## config.mk

```make
export PLATFORM = sky130hd
export DESIGN_NAME = cnn_header_loader
export DESIGN_NICKNAME = d
export VERILOG_FILES = /design/src/rtl/cnn_header_loader.sv
export SDC_FILE = /design/constraint.sdc
export NUM_CORES = 1
export LEC_CHECK = 0
export ABC_AREA = 1
export BUFFER_PORTS_ARGS = -buffer_cell sky130_fd_sc_hd__buf_2
export CAP_MARGIN = 20
export CORE_UTILIZATION = 50
export CTS_CLUSTER_DIAMETER = 50
export DETAILED_ROUTE_END_ITERATION = 7
export HOLD_SLACK_MARGIN = 0.06
export PLACE_DENSITY = 0.72
export SYNTH_ARGS = -nofsm -noshare
export SYNTH_HDL_FRONTEND = slang
export SYNTH_SLANG_ARGS = --single-unit
```

## constraint.sdc

```tcl
create_clock -name clk -period 22.1 [get_ports clk]
set_input_delay 0 -clock clk [delete_from_list [all_inputs] [get_ports clk]]
set_output_delay 0 -clock clk [all_outputs]
set_load 0.01 [all_outputs]
```

## src/rtl/cnn_header_loader.sv

```systemverilog
// Loads the CNN configuration header into the byte-wide parameter RAM, then
// serialises streamed payload words (MSB byte first) into the same RAM.
module cnn_header_loader #(
  parameter int DATA_W     = 16,
  parameter int RAM_DW     = 8,
  parameter int ADDR_W     = 16,
  parameter int MAX_LAYERS = 10
) (
  input  logic                      clk,
  input  logic                      RST,
  input  logic                      start,
  input  logic                      cnn,
  input  logic [ADDR_W-1:0]         img_base,
  input  logic [7:0]                filter_size,
  input  logic [7:0]                num_layers,
  input  logic [8*MAX_LAYERS-1:0]   n_filt,
  input  logic [8*MAX_LAYERS-1:0]   f_type,
  input  logic [8*(MAX_LAYERS-1)-1:0] n_dense,
  input  logic [8*(MAX_LAYERS-1)-1:0] n_wght,
  input  logic [DATA_W-1:0]         s_data,
  input  logic                      s_valid,
  input  logic                      s_last,
  output logic                      s_ready,
  output logic [ADDR_W-1:0]         ram_addr,
  output logic [RAM_DW-1:0]         ram_din,
  output logic                      ram_we,
  output logic                      busy,
  output logic                      done,
  output logic                      err,
  output logic [ADDR_W-1:0]         words
);

  localparam int BPW   = DATA_W / RAM_DW;
  localparam int REM_W = (BPW > 1) ? $clog2(BPW) : 1;

  typedef enum logic [2:0] {IDLE, CALC, HDR, PAY, DONE} state_t;

  state_t                       state;
  logic [7:0]                   fs_r;
  logic [7:0]                   l_r;
  logic [8*MAX_LAYERS-1:0]      nf_r;
  logic [8*MAX_LAYERS-1:0]      ft_r;
  logic [8*(MAX_LAYERS-1)-1:0]  nd_r;
  logic [8*(MAX_LAYERS-1)-1:0]  nw_r;
  logic [15:0]                  acc;
  logic [7:0]                   calc_idx;
  logic [7:0]                   hdr_idx;
  logic [ADDR_W:0]              ptr;
  logic [DATA_W-1:0]            shreg;
  logic [REM_W-1:0]             rem;
  logic                         fin;

  logic [15:0]                  fo;
  logic [15:0]                  do_v;
  logic [15:0]                  term;
  logic [7:0]                   nf_end;
  logic [7:0]                   ft_end;
  logic [7:0]                   hdr_len;
  logic [7:0]                   rel;
  logic [7:0]                   hdr_byte;
  logic                         accept;
  logic                         pay_emit;
  logic [RAM_DW-1:0]            pay_byte;
  logic                         byte_last;
  logic                         word_final;

  assign fo      = 16'd4 + (16'(l_r) << 2);
  assign do_v    = fo + acc;
  assign nf_end  = 8'd6 + l_r;
  assign ft_end  = nf_end + l_r;
  assign hdr_len = 8'd4 + (l_r << 2);
  assign term    = 16'(32'(nf_r[{calc_idx, 3'b000} +: 8])
                       * (32'(fs_r) * 32'(fs_r) + 32'd1) * 32'(BPW));

  // Header layout: fs, L, FO, DO, per-layer filter counts, per-layer types,
  // then (dense, weight) pairs for each of the L-1 dense layers.
  always_comb begin
    hdr_byte = '0;
    rel      = '0;
    if (hdr_idx == 8'd0)      hdr_byte = fs_r;
    else if (hdr_idx == 8'd1) hdr_byte = l_r;
    else if (hdr_idx == 8'd2) hdr_byte = fo[15:8];
    else if (hdr_idx == 8'd3) hdr_byte = fo[7:0];
    else if (hdr_idx == 8'd4) hdr_byte = do_v[15:8];
    else if (hdr_idx == 8'd5) hdr_byte = do_v[7:0];
    else if (hdr_idx < nf_end) begin
      rel      = hdr_idx - 8'd6;
      hdr_byte = nf_r[{rel, 3'b000} +: 8];
    end else if (hdr_idx < ft_end) begin
      rel      = hdr_idx - nf_end;
      hdr_byte = ft_r[{rel, 3'b000} +: 8];
    end else begin
      rel      = hdr_idx - ft_end;
      hdr_byte = rel[0] ? nw_r[{rel[7:1], 3'b000} +: 8]
                        : nd_r[{rel[7:1], 3'b000} +: 8];
    end
  end

  always_comb begin
    accept     = (state == PAY) && s_valid && s_ready && (rem == '0);
    pay_emit   = accept || ((state == PAY) && (rem != '0));
    pay_byte   = accept ? s_data[DATA_W-1 -: RAM_DW] : shreg[DATA_W-1 -: RAM_DW];
    byte_last  = accept ? (BPW == 1) : (rem == REM_W'(1));
    word_final = accept ? s_last : fin;
  end

  always_ff @(posedge clk) begin
    if (RST) begin
      state    <= IDLE;
      s_ready  <= 1'b0;
      ram_we   <= 1'b0;
      busy     <= 1'b0;
      done     <= 1'b0;
      err      <= 1'b0;
      ram_addr <= '0;
      ram_din  <= '0;
      words    <= '0;
      fs_r     <= '0;
      l_r      <= '0;
      nf_r     <= '0;
      ft_r     <= '0;
      nd_r     <= '0;
      nw_r     <= '0;
      acc      <= '0;
      calc_idx <= '0;
      hdr_idx  <= '0;
      ptr      <= '0;
      shreg    <= '0;
      rem      <= '0;
      fin      <= 1'b0;
    end else begin
      ram_we <= 1'b0;
      done   <= 1'b0;
      case (state)
        IDLE, DONE: begin
          if (start) begin
            fs_r     <= filter_size;
            l_r      <= num_layers;
            nf_r     <= n_filt;
            ft_r     <= f_type;
            nd_r     <= n_dense;
            nw_r     <= n_wght;
            err      <= 1'b0;
            words    <= '0;
            acc      <= '0;
            calc_idx <= '0;
            hdr_idx  <= '0;
            rem      <= '0;
            fin      <= 1'b0;
            if (cnn) begin
              if ((num_layers == 8'd0) || (num_layers > 8'(MAX_LAYERS))) begin
                err   <= 1'b1;
                done  <= 1'b1;
                busy  <= 1'b0;
                state <= DONE;
              end else begin
                busy  <= 1'b1;
                state <= CALC;
              end
            end else begin
              busy    <= 1'b1;
              s_ready <= 1'b1;
              ptr     <= {1'b0, img_base};
              state   <= PAY;
            end
          end
        end

        // One layer per cycle; the final cycle also issues header byte 0.
        CALC: begin
          acc      <= acc + term;
          calc_idx <= calc_idx + 8'd1;
          if (calc_idx == l_r - 8'd1) begin
            ram_we   <= 1'b1;
            ram_addr <= '0;
            ram_din  <= RAM_DW'(hdr_byte);
            hdr_idx  <= 8'd1;
            state    <= HDR;
          end
        end

        HDR: begin
          if (hdr_idx == hdr_len) begin
            s_ready <= 1'b1;
            ptr     <= (ADDR_W+1)'(fo);
            state   <= PAY;
          end else begin
            ram_we   <= 1'b1;
            ram_addr <= ADDR_W'(hdr_idx);
            ram_din  <= RAM_DW'(hdr_byte);
            hdr_idx  <= hdr_idx + 8'd1;
          end
        end

        // ptr carries one extra bit so a write past the top address is caught
        // instead of wrapping to zero.
        PAY: begin
          if (fin && (rem == '0)) begin
            s_ready <= 1'b0;
            busy    <= 1'b0;
            done    <= 1'b1;
            state   <= DONE;
          end else if (pay_emit) begin
            if (accept) begin
              words <= words + 1'b1;
              shreg <= s_data << RAM_DW;
              fin   <= s_last;
              rem   <= REM_W'(BPW - 1);
            end else begin
              shreg <= shreg << RAM_DW;
              rem   <= rem - 1'b1;
            end
            if (ptr[ADDR_W]) begin
              err     <= 1'b1;
              s_ready <= 1'b0;
              busy    <= 1'b0;
              done    <= 1'b1;
              rem     <= '0;
              state   <= DONE;
            end else begin
              ram_we   <= 1'b1;
              ram_addr <= ptr[ADDR_W-1:0];
              ram_din  <= pay_byte;
              ptr      <= ptr + 1'b1;
              s_ready  <= byte_last && !word_final;
            end
          end
        end

        default: state <= IDLE;
      endcase
    end
  end

endmodule
```

==> impl_results.md <==
* Status: finished with violations
* Failing checks: design-rule violations
* Setup repair bufs after CTS at 0
* Final WS setup at roughly 13 ns
* Synth Area in Compound Gates at between 20% and 30%
* Root buffer cell: clkbuf_16
* Vias per inst at between 5 and 6
* Post-synth EDFFs at 0
* Power per Cell Area at around 140 nW/um2
* Unrepaired setup endpoints after global routing: no
* Ys async rst share at 0%
* WL/cell at approximately 18 um
* Post-Synth Adder-Cell Area at between 10% and 20%
* Detailed Place HPWL at roughly 61 mm
* Post-CTS resize count at 0
* Max Cap Viol at 0
* Layout cells sized above 1 at about an eighth
* Worst path required time at roughly 23 ns
* Worst Path Arrival at slightly below 10 ns
* Final setup viols at 0
* Ys flop type: dfxtp_1
* Leak at ~0.016 uW
* Fillers at roughly 4300
* Multiplexer share of the synthesized area at 0.454%
* Sw Share at between 40% and 50%
* Seq/Total Area, Yosys at between 30% and 40%
* CTS Sinks at approximately 430
* Overall Global Routing Usage at between 30 and 40%
* Main combinational cell family by area after synthesis: simple AND/OR/NAND/NOR gates
* CTS Hold Bufs at 432
* Initial antenna violation count at 9
* Die width at approximately 230 um
* Clock power frac at about a fifth
* Final setup skew at 0.0744 ns
* Most common cell in the netlist: nor2_1
* Antenna Violating Nets Remaining at 0
* XOR/XNOR share of the synthesized area at 2.30%
* Global-route wire length before repair at 152 mm
* Gpl congestion at ~1
* Area of placed instances at about 29000 um2
* Cell area after layout at around 35000 um2
* Finished Core Util at about two thirds
* # rows at 83
* Max clock buf depth at 3
* Place WS at approximately 13 ns
* Pre-antenna DRT Iters at 8
* Max FO, Critical Path at 20
* Sequential Power Share at between 20% and 30%
* Min Clock Period, post-route at between 9 and 10 ns
* Core area at 51800 um2
* Slowest cell on the critical path: dfxtp_1
* Crit path top cell by count: nand2_1
* Port Buffers at 402
* Biggest area consumer among synthesized cells: dfxtp_1
* Yosys reg bits at between 400 and 500
* CTS buffer count at 50
* CTS tree: yes
* Starting Density at 51.0%
* Global route overflow at 0
* Synth Area in Simple Gates at a little under a quarter
* Crit. End Element: flop
* Internal at ~2400 uW
* DRC Markers at 1
* Crit path kind: reg -> reg
* Comb power frac at 57.7%
* Post-synth top area share at around 32%
* Fin. Hold Viols at 0
* Initial drt markers at approximately 3000
* NetSw at 2310 uW
* Worst-Margin Slew at 1.04 ns
* Top cells by count, synth: 762 x nor2_1, 585 x o21ai_0, 508 x nand2_1, 426 x dfxtp_1, 389 x inv_1
* Vias at ~30000
* Largest net degree at the start of global routing at between 150 and 200
* Cell variety after synth at 53
* Post-Route Setup TNS at 0 ns
* Critical Path Max Stage Delay at approximately 0.77 ns
* H-tree Lvls at 2
* Syn Area/Cell at about 6.8 um2
* Die Span Y at between 200 and 250 um
* Slew HR at between 30% and 40%
* Final period utilization at 41.7%
* Reg clk slew, reported paths at around 0.070 ns
* Critical Path Start Type: flop
* Vias in the first global route at just under 30000
* Clk Latency, worst-skew pair at 0.64 ns
* Drt total wl at just under 100 mm
* P&R area growth vs syn at 31.7%
* Synth Instances at approximately 4000
* Die area at 53800 um2
* IO Pins at a little over 400
* Largest cells by area after synthesis: dfxtp_1 32%, o21ai_0 11%, nor2_1 11%, nand2_1 7.2%, a21oi_1 6.1%
* Final Max Slew Viols at 0
* Post-Syn Area at around 26000 um2
* Post-layout net count at 5132
* VDD IR max at about 84 uV
* Hold crit path type: in -> reg
* Fmax at around 0.11 GHz
* Synthesis Warnings at 0
registers in the layout, indices dropped and copies added, names as in the netlist, 15 cells and up:
name,cells
nf_r,80
nd_r,72
ram_addr,16
nw_r,72
ft_r,80
acc,15
ptr,17
words,16
area by class of cell:
class | count | area, um2 | share of cell area, %
Antenna cell | 8 | 20.0 | 0.0575
Clock buffer | 62 | 1380 | 3.95
Clock inverter | 32 | 427 | 1.23
Inverter | 406 | 1540 | 4.42
Multi-Input combinational cell | 2848 | 15500 | 44.6
Sequential cell | 426 | 8530 | 24.5
Tap cell | 680 | 851 | 2.44
Timing Repair Buffer | 858 | 6530 | 18.8
power by group through the flow:
stage               registers [uW]  clock network (uW)  logic (uW)
global placement              1100                   0        2520
detailed placement            1110                   0        2540
floorplan                     1060                   0        1890
global route                  1120                 931        3050
CTS                           1090                 896        2670
finish                        1100                 894        2730
final timing paths:
kind	startpoint	to	slack [ns]	depth (start not counted)
setup / recovery	fs_r[0]$_SDFFE_PP0P_	acc[15]$_SDFFE_PP0P_	12.89	43
hold / removal	f_type[6]	ft_r[6]$_SDFFE_PP0P_	0.13	4
setup reg to reg	fs_r[0]$_SDFFE_PP0P_	acc[15]$_SDFFE_PP0P_	12.89	43
hold reg to reg	nw_r[46]$_SDFFE_PP0P_	nw_r[46]$_SDFFE_PP0P_	0.46	2
cells by family after synthesis:
logic type	count (synthesis)
AO/OA/AOI/OAI	1069
XOR/XNOR	67
adder cells (fa/ha/maj)	184
buffers and inverters	624
flip-flops	426
multiplexers	12
other	2
AND/OR/NAND/NOR	1511
cell usage in the layout (no fill, tap or decap), types with 50 or more instances in the layout:
cell / n
dlygate4sd3_1: 432
a21oi_1: 323
clkbuf_16: 50
nand2_1: 508
dfxtp_1: 425
fa_1: 79
o21ai_0: 585
nand3_1: 140
ha_1: 105
nor2_1: 762
buf_2: 402
inv_1: 388
worst max-delay path: cells and delay by family (launching register included):
| family | cells | cell delay (ns) |
|---|---|---|
| and+or+nand+nor | 13 | 1.19 |
| adders and majority gates | 11 | 4.49 |
| buffers and inverters | 7 | 0.37 |
| AOI/OAI and AO/OA | 9 | 1.38 |
| DFF | 1 | 0.77 |
| xor gates and xnor gates | 3 | 0.79 |
stage by stage:
stage / hold slack, ns / total power, uW / std cells
after floorplan: 0.135 / 2950 / 3898
after detailed placement: 0.225 / 3650 / 4785
after global routing: 0.136 / 5110 / 5318
after global placement: 0.222 / 3620 / 4785
final: 0.133 / 4730 / 5320
after CTS: 0.0887 / 4650 / 5311
layer usage:
layer  global-route usage, %  vias to the layer above  share of wire, %
li1                        -                    14200                 -
met1                    42.6                    13900                39
met2                    60.4                     1470                48
met3                    5.33                      405               7.1
met4                    19.7                        6               5.8
met5                       0                        -             0.041
No activity file was read; power rests on OpenSTA's default activity.
